File: src/rtl/pla_truth_scanner.sv
// pla_truth_scanner: drives every input vector into a small PAL/PLA cell,
// waits SETTLE cycles per vector, samples the cell output into a truth table
// and compares it against a latched expected table.
// Optional: `define PLA_SCAN_STOP_ON_MISMATCH_EN to end the scan at the first
// mismatching vector instead of sweeping the full table.
module pla_truth_scanner #(
    parameter int N_IN   = 3,
    parameter int SETTLE = 2
) (
    input  logic                   clk,
    input  logic                   rst_n,
    input  logic                   start,
    input  logic [(1<<N_IN)-1:0]   expected,
    output logic [N_IN-1:0]        abc_out,
    input  logic                   d_in,
    output logic                   busy,
    output logic                   done,
    output logic [(1<<N_IN)-1:0]   table_out,
    output logic                   match,
    output logic [N_IN-1:0]        fail_index
);
    localparam int TW = 1 << N_IN;
    localparam int CW = (SETTLE < 1) ? 1 : $clog2(SETTLE + 1);
    localparam logic [N_IN:0] LAST = (N_IN+1)'(TW - 1);

    typedef enum logic [1:0] {IDLE, WAIT, DONE} state_t;

    state_t            state, state_n;
    logic [N_IN:0]     idx, idx_n;
    logic [CW-1:0]     cnt, cnt_n;
    logic [TW-1:0]     exp_r, exp_n;
    logic [TW-1:0]     tbl_n, tbl_cap, diff;
    logic [N_IN-1:0]   abc_n, fi_n, low_fi;
    logic              busy_n, done_n, match_n;

    // Table as it would look with the current d_in captured, and the lowest
    // index where that table disagrees with the latched expectation.
    always_comb begin
        tbl_cap = table_out;
        tbl_cap[idx[N_IN-1:0]] = d_in;
        diff   = tbl_cap ^ exp_r;
        low_fi = '0;
        for (int i = TW - 1; i >= 0; i--) begin
            if (diff[i]) low_fi = i[N_IN-1:0];
        end
    end

    // Next-state and next-output logic; every register holds by default.
    always_comb begin
        state_n = state;
        idx_n   = idx;
        cnt_n   = cnt;
        exp_n   = exp_r;
        tbl_n   = table_out;
        abc_n   = abc_out;
        fi_n    = fail_index;
        busy_n  = busy;
        match_n = match;
        done_n  = 1'b0;
        case (state)
            IDLE: begin
                if (start) begin
                    exp_n   = expected;
                    idx_n   = '0;
                    abc_n   = '0;
                    cnt_n   = CW'(SETTLE);
                    tbl_n   = '0;
                    match_n = 1'b0;
                    fi_n    = '0;
                    busy_n  = 1'b1;
                    state_n = WAIT;
                end
            end
            WAIT: begin
                if (cnt != '0) begin
                    cnt_n = cnt - CW'(1);
                end else begin
                    tbl_n = tbl_cap;
`ifdef PLA_SCAN_STOP_ON_MISMATCH_EN
                    if (d_in != exp_r[idx[N_IN-1:0]]) begin
                        state_n = DONE;
                        done_n  = 1'b1;
                        match_n = 1'b0;
                        fi_n    = idx[N_IN-1:0];
                    end else
`endif
                    if (idx == LAST) begin
                        // Terminal compare comes before the increment, so
                        // idx never wraps.
                        state_n = DONE;
                        done_n  = 1'b1;
                        match_n = (diff == '0);
                        fi_n    = low_fi;
                    end else begin
                        idx_n = idx + (N_IN+1)'(1);
                        abc_n = idx_n[N_IN-1:0];
                        cnt_n = CW'(SETTLE);
                    end
                end
            end
            DONE: begin
                busy_n  = 1'b0;
                state_n = IDLE;
            end
            default: state_n = IDLE;
        endcase
    end

    // State and output registers; synchronous reset aborts any scan.
    always_ff @(posedge clk) begin
        if (!rst_n) begin
            state      <= IDLE;
            idx        <= '0;
            cnt        <= '0;
            exp_r      <= '0;
            table_out  <= '0;
            abc_out    <= '0;
            fail_index <= '0;
            busy       <= 1'b0;
            done       <= 1'b0;
            match      <= 1'b0;
        end else begin
            state      <= state_n;
            idx        <= idx_n;
            cnt        <= cnt_n;
            exp_r      <= exp_n;
            table_out  <= tbl_n;
            abc_out    <= abc_n;
            fail_index <= fi_n;
            busy       <= busy_n;
            done       <= done_n;
            match      <= match_n;
        end
    end
endmodule

File: config.mk
export PLATFORM = sky130hd
export DESIGN_NAME = pla_truth_scanner
export DESIGN_NICKNAME = d
export VERILOG_FILES = /design/src/rtl/pla_truth_scanner.sv
export SDC_FILE = /design/constraint.sdc
export NUM_CORES = 1
export LEC_CHECK = 0
export BUFFER_PORTS_ARGS = -buffer_cell sky130_fd_sc_hd__buf_2
export CAP_MARGIN = 0
export CORE_MARGIN = 3
export CORE_UTILIZATION = 25
export DETAILED_ROUTE_END_ITERATION = 8
export HOLD_SLACK_MARGIN = 0.02
export SYNTH_ARGS = -nofsm -noshare
export SYNTH_HDL_FRONTEND = slang
export SYNTH_SLANG_ARGS = --single-unit
export TNS_END_PERCENT = 5
File: constraint.sdc
create_clock -name clk -period 2.05 [get_ports clk]
set_input_delay 0.205 -clock clk [delete_from_list [all_inputs] [get_ports clk]]
set_output_delay 0.205 -clock clk [all_outputs]
set_load 0.005 [all_outputs]
==> key figures <==
Logic synthesis
  – Register area share after synthesis: 40.0%
  – XOR/XNOR Fraction of Synth Area: 7.00%
  – Post-Synth Adder-Cell Area: 2.50%
  – Avg Cell Area, Syn: 8.16 sq um
  – Yosys top cell by area: dfxtp_1
  – Mux share of post-synthesis cell area: 5.33%
  – Ys flop type: dfxtp_1
  – Syn. warnings: 0
  – Gate Count Post-Synth: 184
  – EDFF count, synth: 0
  – Fraction of registers with async set/reset: 0%
  – Synth top area share: 40.0%
  – Synth area leaders: dfxtp_1 40%, nand2_1 5.8%, o21ai_0 5.7%, mux2i_1 5.3%, nor2_1 5.2%
  – Post-synth top cells: 30 x dfxtp_1, 23 x nand2_1, 21 x nor2_1, 17 x o21ai_0, 14 x a21oi_1
  – Synth Register Bits: 30
  – Syn nets: 199
  – Number of library cell types mapped by synthesis: 38
  – Most frequent cell after synthesis: dfxtp_1
  – Post-Syn Area: 1500 sq um
  – Largest family of logic cells by synthesized area: simple AND/OR/NAND/NOR gates
  – Simple-gate area share of the yosys netlist: 21.8%
  – Synth Area in Compound Gates: 18.2%

Placed design
  – Port buffer count: 28
  – Detailed Place HPWL: 2.62 mm
  – Place WS: 0.131 ns
  – Gpl congestion: 0.783

Clock network
  – Post-CTS Setup Repair Bufs: 0
  – Clock root cell: clkbuf_8
  – H-tree depth: 2
  – Cts hold-fix bufs: 0
  – Worst skew pair latency: 0.29 ns
  – Clk buf depth: 2
  – Clock slew at reported path FFs: 0.06 ns
  – Total CTS buffers: 5
  – CTS tree: built
  – Cts repair resizes: 0
  – CTS sink count: 30

Worst setup path
  – Crit Path Category: reg2reg
  – WP data arrival: 1.95 ns
  – Crit start category: register
  – Crit-path max FO: 9
  – Critical Path End Type: register
  – FF-to-FF path depth: 7
  – CP required: 2.23 ns

Cells and area
  – Area grow syn2layout: 21.8%
  – Share of cells above drive strength 1: 23.1%
  – Fin util: 32.4%
  – Diode count: 0
  – Final net count: 230

Global route
  – Total GRT Usage: 10.5%
  – Initial antenna violation count: 0
  – Met1 usage in global routing: 14.4%
  – Grt met3 use: 3.36%
  – Number of global-route vias before repair: 1,199
  – Global route overflow: 0
  – First-pass GRT wire length: 5.76 mm
  – Pin count of the biggest net entering global routing: 21
  – Layer with the highest usage: met2
  – Met2 Usage GRT: 14.5%

STA
  – Final Hold Slack: 0.148 ns
  – Final setup fails: 0
  – Clock Skew: 0.00465 ns
  – Max_slew headroom: 56.3%
  – Setup_tns: 0 ns
  – Final hold viol count: 0
  – Setup slack after layout: 0.288 ns
  – Min Tclk post-route: 1.76 ns
  – Worst-margin pin slew: 0.655 ns
  – Final Max Slew Viols: 0
  – RSZ-0062 raised after global routing: no
  – Fmax: 568 MHz
  – Period utilisation layout: 86.0%

Route
  – Pre-Repair DR Iteration Count: 4
  – Vias/cell: 4.40
  – Post-route ant nets: 0
  – DRC Markers: 0
  – Vias: 1,268
  – Routed WL: 3.46 mm
  – Initial DRC Count: 52
  – Routed WL per cell: 12.0 um

Run
  – Max-Cap Viols: 0

Pwr
  – Flop pwr share: 48.5%
  – Internal power: 0.942 mW
  – Power Dens Cells: 699 nW/um^2
  – Worst-case vdd ir drop: 223 uV
  – Switching pwr: 0.336 mW
  – Clock power frac: 38.9%
  – Combinational power share: 12.5%
  – Switching Fraction: 26.3%
  – Leakage: 0.790 nW

Die
  – Die area: 6970 sq um
  – Initial Util: 26.6%
  – Die Y: 83.5 um
  – Chip Width: 83.5 um
  – Core Region: 5640 sq um
  – I/O Pins: 29
  – Row count: 27

Outcome
  – Status: complete, no violations

Hold path
  – Cell depth of the worst hold path: 3
  – Worst min path class: in2reg
## stage by stage
step | std cells | area [sq um] | total power [mW]
global placement | 280 | 1730 | 0.790
finish | 288 | 1830 | 1.28
global route | 288 | 1830 | 1.34
detailed placement | 280 | 1730 | 0.792
floorplan | 184 | 1500 | 0.747
CTS | 288 | 1820 | 1.30
## layout make-up
class	count	area, sq um
clock buffer	7	86.3
fill	604	3810
inverter	7	26.3
multi-input combinational	137	833
clock inverter	1	5.00
timing repair buffer	34	185
sequential	30	603
tap	72	90.1
## critical path, stage by stage (launching register included)
cell	delay (ns)
dfxtp_1	0.34
buf_4	0.17
and3_2	0.24
mux2i_1	0.23
xor2_1	0.19
nor2b_1	0.19
nand2b_1	0.08
a32o_1	0.21
## routing by layer
layer,vias up,part of all wire (%)
li1,689,-
met1,546,54
met2,26,40
met3,7,4.8
met4,0,2.0
met5,-,0
## state kept, by name, summed over array words and instances (netlist names)
register    flops
cnt             2
busy            1
idx             2
fail_index      3
table_out       8
abc_out         2
exp_r           8
state           2
done            1
match           1
## worst paths after layout
| kind | from | endpoint | slack, ns |
|---|---|---|---|
| worst max-delay path | idx[2] | fail_index[2] | 0.29 |
| worst min-delay path | expected[2] | exp_r[2] | 0.15 |
| worst max register to register | idx[2] | fail_index[2] | 0.29 |
| worst min register to register | fail_index[2] | fail_index[2] | 0.47 |
## power by group through the flow
stage / combinational (mW) / clock [mW] / sequential (mW)
after floorplan: 0.121 / 0 / 0.625
after global placement: 0.158 / 0 / 0.632
after detailed placement: 0.159 / 0 / 0.632
after CTS: 0.160 / 0.519 / 0.619
after global routing: 0.182 / 0.536 / 0.623
final: 0.160 / 0.498 / 0.620
## cell families after synthesis
family                     after synthesis
adders and majority gates                3
buffers and inverters                   17
DFF                                     30
and+or+nand+nor                         68
muxes                                    8
AOI/OAI and AO/OA                       46
xor gates and xnor gates                12
## cells in the final DEF (no fill, tap or decap), types with 3 or more instances in the layout
| cell type | synthesis | layout |
|---|---|---|
| clkbuf_8 | 0 | 6 |
| xnor2_1 | 7 | 7 |
| and2_1 | 4 | 4 |
| dfxtp_1 | 30 | 28 |
| ha_1 | 3 | 3 |
| nor2_1 | 21 | 21 |
| xor2_1 | 5 | 5 |
| buf_2 | 2 | 28 |
| nand2_1 | 23 | 23 |
| nand2b_1 | 3 | 3 |
| buf_4 | 3 | 6 |
| a22oi_1 | 5 | 5 |
| mux2i_1 | 8 | 8 |
| o21ai_0 | 17 | 17 |
| inv_1 | 7 | 7 |
| a21oi_1 | 14 | 14 |
(Power assumes the default switching activity.)
